--- src/rtl/mem_wb_stage_pkg.sv ---
// Shared definitions for the MEM/WB stage: access FSM encoding and
// register-file / alignment constants.
package mem_wb_stage_pkg;

    typedef enum logic {
        StIdle   = 1'b0,
        StAccess = 1'b1
    } state_e;

    // Low address bits that must be zero for a word access.
    localparam logic [1:0] WordAlignMask = 2'b11;

    // $0 is hard-wired to zero and must never be written.
    localparam logic [4:0] RegZero = 5'd0;

    function automatic logic is_word_aligned(input logic [31:0] addr);
        return (addr[1:0] & WordAlignMask) == 2'b00;
    endfunction

endpackage

--- src/rtl/mem_wb_stage_if.sv ---
// Data-memory req/ack port between the MEM/WB stage and the memory.
interface mem_wb_stage_if;

    logic        dmem_req;
    logic        dmem_we;
    logic [31:0] dmem_addr;
    logic [31:0] dmem_wdata;
    logic [31:0] dmem_rdata;
    logic        dmem_ack;

    modport master (
        output dmem_req,
        output dmem_we,
        output dmem_addr,
        output dmem_wdata,
        input  dmem_rdata,
        input  dmem_ack
    );

    modport slave (
        input  dmem_req,
        input  dmem_we,
        input  dmem_addr,
        input  dmem_wdata,
        output dmem_rdata,
        output dmem_ack
    );

endinterface

--- src/rtl/mem_wb_stage_dmem_access_fsm.sv ---
// Data-memory access sequencer: holds the pipeline while a request is
// outstanding and aborts with a bus error when the memory never answers.
module mem_wb_stage_dmem_access_fsm
    import mem_wb_stage_pkg::*;
#(
    parameter int unsigned TimeoutCycles = 16
) (
    input  logic clk_i,
    input  logic rst_ni,
    input  logic memop_i,    // live load/store presented by EX/MEM
    input  logic aligned_i,  // its address is word aligned
    input  logic ack_i,
    output logic idle_o,
    output logic req_o,
    output logic stall_o,
    output logic done_o,     // access completes at this edge
    output logic bus_err_o
);

    localparam int unsigned CntW = (TimeoutCycles < 1) ? 1 : $clog2(TimeoutCycles + 1);
    localparam logic [CntW-1:0] CntMax = CntW'(TimeoutCycles);

    state_e          state_q;
    logic [CntW-1:0] cnt_q;
    logic            bus_err_q;
    logic            in_access;
    logic            expired;

    assign in_access = (state_q == StAccess);
    // Ack wins over an expiring counter: a completed transfer is kept.
    assign expired   = in_access && !ack_i && (cnt_q == CntMax);

    // Stall/request decode from current state and memory handshake.
    always_comb begin
        idle_o  = !in_access;
        req_o   = in_access;
        done_o  = in_access && ack_i;
        stall_o = 1'b0;
        if (!in_access) begin
            stall_o = memop_i && aligned_i;
        end else begin
            stall_o = !ack_i && !expired;
        end
    end

    // State, wait counter and registered bus-error pulse.
    always_ff @(posedge clk_i or negedge rst_ni) begin
        if (!rst_ni) begin
            state_q   <= StIdle;
            cnt_q     <= '0;
            bus_err_q <= 1'b0;
        end else begin
            bus_err_q <= 1'b0;
            unique case (state_q)
                StIdle: begin
                    cnt_q <= '0;
                    if (memop_i && aligned_i) begin
                        state_q <= StAccess;
                    end
                end
                StAccess: begin
                    if (ack_i) begin
                        state_q <= StIdle;
                        cnt_q   <= '0;
                    end else if (expired) begin
                        state_q   <= StIdle;
                        cnt_q     <= '0;
                        bus_err_q <= 1'b1;
                    end else begin
                        cnt_q <= cnt_q + CntW'(1);
                    end
                end
                default: begin
                    state_q <= StIdle;
                    cnt_q   <= '0;
                end
            endcase
        end
    end

    assign bus_err_o = bus_err_q;

endmodule

--- src/rtl/mem_wb_stage_reg.sv ---
// Pipeline register cell with load enable and asynchronous active-low clear.
module mem_wb_stage_reg #(
    parameter int unsigned Width = 32
) (
    input  logic             clk_i,
    input  logic             rst_ni,
    input  logic             en_i,
    input  logic [Width-1:0] d_i,
    output logic [Width-1:0] q_o
);

    logic [Width-1:0] q_q;

    // Load on enable, clear on reset.
    always_ff @(posedge clk_i or negedge rst_ni) begin
        if (!rst_ni) begin
            q_q <= '0;
        end else if (en_i) begin
            q_q <= d_i;
        end
    end

    assign q_o = q_q;

endmodule

--- src/rtl/mem_wb_stage.sv ---
// MEM/WB end of the 5-stage pipeline: performs loads/stores over the dmem
// port, registers write-back results and drives the register-file write port.
module mem_wb_stage
    import mem_wb_stage_pkg::*;
#(
    parameter int unsigned TIMEOUT_CYCLES = 16
) (
    input  logic                  clk,
    input  logic                  rst,
    input  logic                  ex_valid,
    input  logic [31:0]           ex_alu_result,
    input  logic [31:0]           ex_store_data,
    input  logic [4:0]            ex_write_reg,
    input  logic                  ex_RegWrite,
    input  logic                  ex_memRead,
    input  logic                  ex_memWrite,
    input  logic                  ex_memtoReg,
    mem_wb_stage_if.master        dmem,
    output logic                  stall,
    output logic [4:0]            writeReg,
    output logic [31:0]           writeData,
    output logic                  RegWriteFinal,
    output logic                  align_err,
    output logic                  bus_err,
    output logic [31:0]           retired
);

    logic        memop;
    logic        aligned;
    logic        fsm_idle;
    logic        fsm_req;
    logic        fsm_done;
    logic        alu_retire;
    logic        align_drop;
    logic        wb_en;
    logic        retire_any;
    logic [31:0] wb_data_d;
    logic        rwf_d;
    logic [31:0] retired_d;

    assign memop   = ex_valid && (ex_memRead || ex_memWrite);
    assign aligned = is_word_aligned(ex_alu_result);

    mem_wb_stage_dmem_access_fsm #(
        .TimeoutCycles (TIMEOUT_CYCLES)
    ) u_fsm (
        .clk_i     (clk),
        .rst_ni    (rst),
        .memop_i   (memop),
        .aligned_i (aligned),
        .ack_i     (dmem.dmem_ack),
        .idle_o    (fsm_idle),
        .req_o     (fsm_req),
        .stall_o   (stall),
        .done_o    (fsm_done),
        .bus_err_o (bus_err)
    );

    // The EX/MEM bundle is frozen by stall, so the request fields come
    // straight from it. Both memRead and memWrite set resolves to a write.
    assign dmem.dmem_req   = fsm_req;
    assign dmem.dmem_we    = ex_memWrite;
    assign dmem.dmem_addr  = ex_alu_result;
    assign dmem.dmem_wdata = ex_store_data;

    // Retirement and write-back selection for this edge.
    always_comb begin
        alu_retire = fsm_idle && ex_valid && !memop;
        align_drop = fsm_idle && memop && !aligned;
        wb_en      = alu_retire || fsm_done;
        retire_any = wb_en || align_drop;
        wb_data_d  = ex_memtoReg ? dmem.dmem_rdata : ex_alu_result;
        rwf_d      = wb_en && ex_RegWrite && !ex_memWrite && (ex_write_reg != RegZero);
        retired_d  = retired + 32'd1;
    end

    mem_wb_stage_reg #(.Width(5)) u_write_reg (
        .clk_i  (clk),
        .rst_ni (rst),
        .en_i   (wb_en),
        .d_i    (ex_write_reg),
        .q_o    (writeReg)
    );

    mem_wb_stage_reg #(.Width(32)) u_write_data (
        .clk_i  (clk),
        .rst_ni (rst),
        .en_i   (wb_en),
        .d_i    (wb_data_d),
        .q_o    (writeData)
    );

    mem_wb_stage_reg #(.Width(1)) u_reg_write (
        .clk_i  (clk),
        .rst_ni (rst),
        .en_i   (1'b1),
        .d_i    (rwf_d),
        .q_o    (RegWriteFinal)
    );

    mem_wb_stage_reg #(.Width(1)) u_align_err (
        .clk_i  (clk),
        .rst_ni (rst),
        .en_i   (1'b1),
        .d_i    (align_drop),
        .q_o    (align_err)
    );

    mem_wb_stage_reg #(.Width(32)) u_retired (
        .clk_i  (clk),
        .rst_ni (rst),
        .en_i   (retire_any),
        .d_i    (retired_d),
        .q_o    (retired)
    );

endmodule

--- src/flat_wrapper.sv ---
// flat-port wrapper written by rule: the top's interface ports become plain ports
module mem_wb_stage_flat import mem_wb_stage_pkg::*;
#(
    parameter int unsigned TIMEOUT_CYCLES = 16
)
  (clk, rst, ex_valid, ex_alu_result, ex_store_data, ex_write_reg, ex_RegWrite, ex_memRead, ex_memWrite, ex_memtoReg, stall, writeReg, writeData, RegWriteFinal, align_err, bus_err, retired, dmem_dmem_req, dmem_dmem_we, dmem_dmem_addr, dmem_dmem_wdata, dmem_dmem_rdata, dmem_dmem_ack);
  mem_wb_stage_if dmem_i ();
  input  logic clk;
  input  logic rst;
  input  logic ex_valid;
  input  logic [31:0] ex_alu_result;
  input  logic [31:0] ex_store_data;
  input  logic [4:0] ex_write_reg;
  input  logic ex_RegWrite;
  input  logic ex_memRead;
  input  logic ex_memWrite;
  input  logic ex_memtoReg;
  output logic stall;
  output logic [4:0] writeReg;
  output logic [31:0] writeData;
  output logic RegWriteFinal;
  output logic align_err;
  output logic bus_err;
  output logic [31:0] retired;
  output wire logic [$bits(dmem_i.dmem_req)-1:0] dmem_dmem_req;
  output wire logic [$bits(dmem_i.dmem_we)-1:0] dmem_dmem_we;
  output wire logic [$bits(dmem_i.dmem_addr)-1:0] dmem_dmem_addr;
  output wire logic [$bits(dmem_i.dmem_wdata)-1:0] dmem_dmem_wdata;
  input wire logic [$bits(dmem_i.dmem_rdata)-1:0] dmem_dmem_rdata;
  input wire logic [$bits(dmem_i.dmem_ack)-1:0] dmem_dmem_ack;
  assign dmem_dmem_req = dmem_i.dmem_req;
  assign dmem_dmem_we = dmem_i.dmem_we;
  assign dmem_dmem_addr = dmem_i.dmem_addr;
  assign dmem_dmem_wdata = dmem_i.dmem_wdata;
  assign dmem_i.dmem_rdata = dmem_dmem_rdata;
  assign dmem_i.dmem_ack = dmem_dmem_ack;
  mem_wb_stage #(.TIMEOUT_CYCLES(TIMEOUT_CYCLES)) u_core (.clk(clk), .rst(rst), .ex_valid(ex_valid), .ex_alu_result(ex_alu_result), .ex_store_data(ex_store_data), .ex_write_reg(ex_write_reg), .ex_RegWrite(ex_RegWrite), .ex_memRead(ex_memRead), .ex_memWrite(ex_memWrite), .ex_memtoReg(ex_memtoReg), .dmem(dmem_i), .stall(stall), .writeReg(writeReg), .writeData(writeData), .RegWriteFinal(RegWriteFinal), .align_err(align_err), .bus_err(bus_err), .retired(retired));
endmodule
--- config.mk ---
export PLATFORM = sky130hd
export DESIGN_NAME = mem_wb_stage_flat
export DESIGN_NICKNAME = d
export VERILOG_FILES = /design/src/rtl/mem_wb_stage_pkg.sv /design/src/rtl/mem_wb_stage_if.sv /design/src/rtl/mem_wb_stage_dmem_access_fsm.sv /design/src/rtl/mem_wb_stage_reg.sv /design/src/rtl/mem_wb_stage.sv /design/src/flat_wrapper.sv
export SDC_FILE = /design/constraint.sdc
export NUM_CORES = 1
export LEC_CHECK = 0
export CAP_MARGIN = 15
export CORE_UTILIZATION = 34
export DETAILED_ROUTE_END_ITERATION = 10
export PLACE_DENSITY = 0.77
export SLEW_MARGIN = 30
export SYNTH_ARGS = -nofsm -noshare
export SYNTH_HDL_FRONTEND = slang
export SYNTH_SLANG_ARGS = --single-unit
--- constraint.sdc ---
create_clock -name clk -period 1.72 [get_ports clk]
set_input_delay 0.258 -clock clk [delete_from_list [all_inputs] [get_ports clk]]
set_output_delay 0.258 -clock clk [all_outputs]
set_load 0.01 [all_outputs]
==> out/qor.csv, run 1 <==
metric,value,unit
crit path max fanout,4,
Max H-tree Level,3,
number of I/O port buffers,183,
register area,1952,um^2
Max Cap Violations,0,
GR peak layer,met2,
M2 GR Usage,33.50,%
"Min Clock Period, post-route",1748,ps
LEAKAGE,2.961,nW
Cell variety after synth,34,
post-DR vias/cell,4.780,
total power,5.915,mW
CTS tree,built,
Worst-path clk slew,60,ps
first-pass GRT wire length,18250,um
WS Path Type,primary input to flip-flop,
post-route ant nets,0,
most frequent cells in the layout,"178 x clkdlybuf4s50_1, 78 x dfrtp_1, 61 x nand2_1",
syn nets,512,
fin area,6385,um^2
Crit. End Element,flip-flop,
GP Congestion,0.8673,
routed len/inst,16.21,um
Num CTS Buffers,9,
GR Layer Usage met1,21.50,%
Main synth FF type,dfrtp_1,
clock sinks,78,
clk_lat worst skew,330,ps
multi-input logic area,1657,um^2
Die H,111.4,um
Worst-Margin Slew,589.6,ps
number of fillers in the final layout,1004,
post-synthesis register bit count,78,
Global Route Usage Sum,18.62,%
"Async S/R FF share, synth",100.0,%
Worst Hold Slack,397.5,ps
RSZ-0062 raised after global routing,yes,
cell area after synthesis,4068,um^2
CP Launch Type,primary input,
# rows,39,
CP Launch Point,ex_valid,
synthesized area per cell,10.17,um^2
Min-Delay Path Class,primary input to async pin,
Synth Instances,400,
Core Area,11520,um^2
"most common cell after layout, fill and taps aside",clkdlybuf4s50_1,
reg2reg setup slack,-30,ps
Cell Pwr Density,926.4,nW/um^2
largest net degree at the start of global routing,61,
final WL,11590,um
final hold vios,0,
Clock Path Buffers,2,
Final Setup Violations,5,
grt ovf,0,
worst vdd ir,0.8000,mV
final core occ,55.44,%
DRC Markers,40,
Detail Placement HPWL,8781,um
RR Endpoint,u_core.u_retired.q_o[30],
share of cells above drive strength 1,16.26,%
final worst slack,-27.65,ps
DIE WIDTH,111.4,um
vias post-DR,3418,
status,"finished, violations left",
post-route clock period utilization,101.6,%
Top Ports,248,
initial antenna violation count,0,
Peak Freq,572.2,MHz
P&R area growth vs syn,56.97,%
initial drt markers,168,
Clock Skews,3.520,ps
1st-pass router iterations,9,
Area after DPL,5834,um^2
"Slew Viols, Final",0,
Critical Path RT,1970,ps
worst reg-to-reg path cell count,7,
Critical path destination,u_core.u_retired.q_o[30],
vias in the first global route,3533,
Slew HR,60.60,%
met3 Use GR,5.716,%
# diodes,0,
Yosys warning total,0,
sequential area share after synthesis,47.99,%
nets,680,
Reg-to-Reg Start,u_core.u_fsm.req_o,
failing checks,"design-rule violations, negative setup slack",
Post-synth EDFFs,0,
root buf cell,clkbuf_16,
Initial Util,35.32,%
die area,12410,um^2
WP data arrival,2000,ps
[cell families after synthesis]
logic type / Yosys count / synth area share, %
compound gates: 42 / 6.675
fa+ha+maj: 3 / 0.9229
xor+xnor: 34 / 7.321
flops: 78 / 47.99
mux: 33 / 8.151
simple gates: 124 / 14.98
buf+inv: 86 / 13.97
[registers in the layout, summed over array words and instances (netlist names)]
signal,flops
u_core.u_fsm.cnt_q,5
u_core.u_fsm.req_o,1
u_core.u_write_reg.q_o,5
u_core.u_write_data.q_o,32
u_core.u_retired.q_o,32
u_core.u_reg_write.q_o,1
u_core.u_align_err.q_o,1
u_core.u_fsm.bus_err_o,1
[what timing repair did]
item,4_1_cts,5_1_grt
endpoints found under the hold margin,27,0
pin swaps,6,12
setup buffers,12,5
gates resized for setup,16,16
setup endpoints to repair,16,25
hold buffers,1,0
[how the worst min path moves through the flow]
stage                     cells past startpoint                  endpoint         from  slack, ps
after floorplan                               0    u_core.u_align_err.q_o          rst        -40
after global placement                        1  u_core.u_retired.q_o[18]          rst        210
after detailed placement                      1  u_core.u_retired.q_o[18]          rst        220
after CTS                                     3    u_core.u_reg_write.q_o  ex_memWrite        380
after global routing                          3    u_core.u_reg_write.q_o  ex_memWrite        410
final                                         2  u_core.u_retired.q_o[18]          rst        400
[cells in the mapped netlist (all sizes together), types with 6 or more instances]
cell	instances	area share (%)
buf	66	12
inv	7	0.65
o21ai	34	4.2
nand2	61	5.6
nor4	7	1.9
mux2i	32	7.9
xnor2	12	2.6
nand4	7	1.1
dfrtp	78	48
clkbuf	13	1.2
xor2	22	4.7
nor2	22	2.0
nand3	6	0.74
[stage by stage]
step	cells	setup TNS, ps	setup slack [ps]
finish	715	-77.33	-27.65
detailed placement	682	-18780	-528.9
global route	715	-1337	-130.5
floorplan	400	0	22.78
global placement	682	-17020	-427.4
CTS	710	-86.68	-32.57
[cell type report]
cell class	instances	area share (%)
Timing Repair Buffer	236	35.80
Sequential cell	78	30.57
Multi-Input combinational cell	236	25.95
Clock buffer	12	4.174
Tap cell	143	2.802
Inverter	7	0.4115
Clock inverter	3	0.2939
[metal layers]
metal | share of wire, % | vias up
met5 | 0 | -
met3 | 7.7 | 20
met1 | 39 | 1638
met2 | 52 | 139
met4 | 1.0 | 0
li1 | - | 1621
[power breakdown]
part	internal [mW]	switching (mW)
logic	1.05	0.741
clock network	1.08	0.700
registers	2.13	0.209
total	4.26	1.65
[critical path, stage by stage]
cell and delay, ps:
clkdlybuf4s50_1 460, nor2b_4 170, nor3b_4 220, buf_6 150, o2111ai_4 220, buf_6 210, nor4_4 160, xor2_1 160
(Power assumes the default switching activity.)
==> run 2, diff against run 1 <==
--- a/config.mk
+++ b/config.mk
@@ -7,6 +7,7 @@
 export LEC_CHECK = 0
 export CAP_MARGIN = 15
 export CORE_UTILIZATION = 34
+export CTS_CLUSTER_SIZE = 24
 export DETAILED_ROUTE_END_ITERATION = 10
 export PLACE_DENSITY = 0.77
 export SLEW_MARGIN = 30
==> results of run 2 <==
Final layout, timing and power as in run 1 (identical DEF).
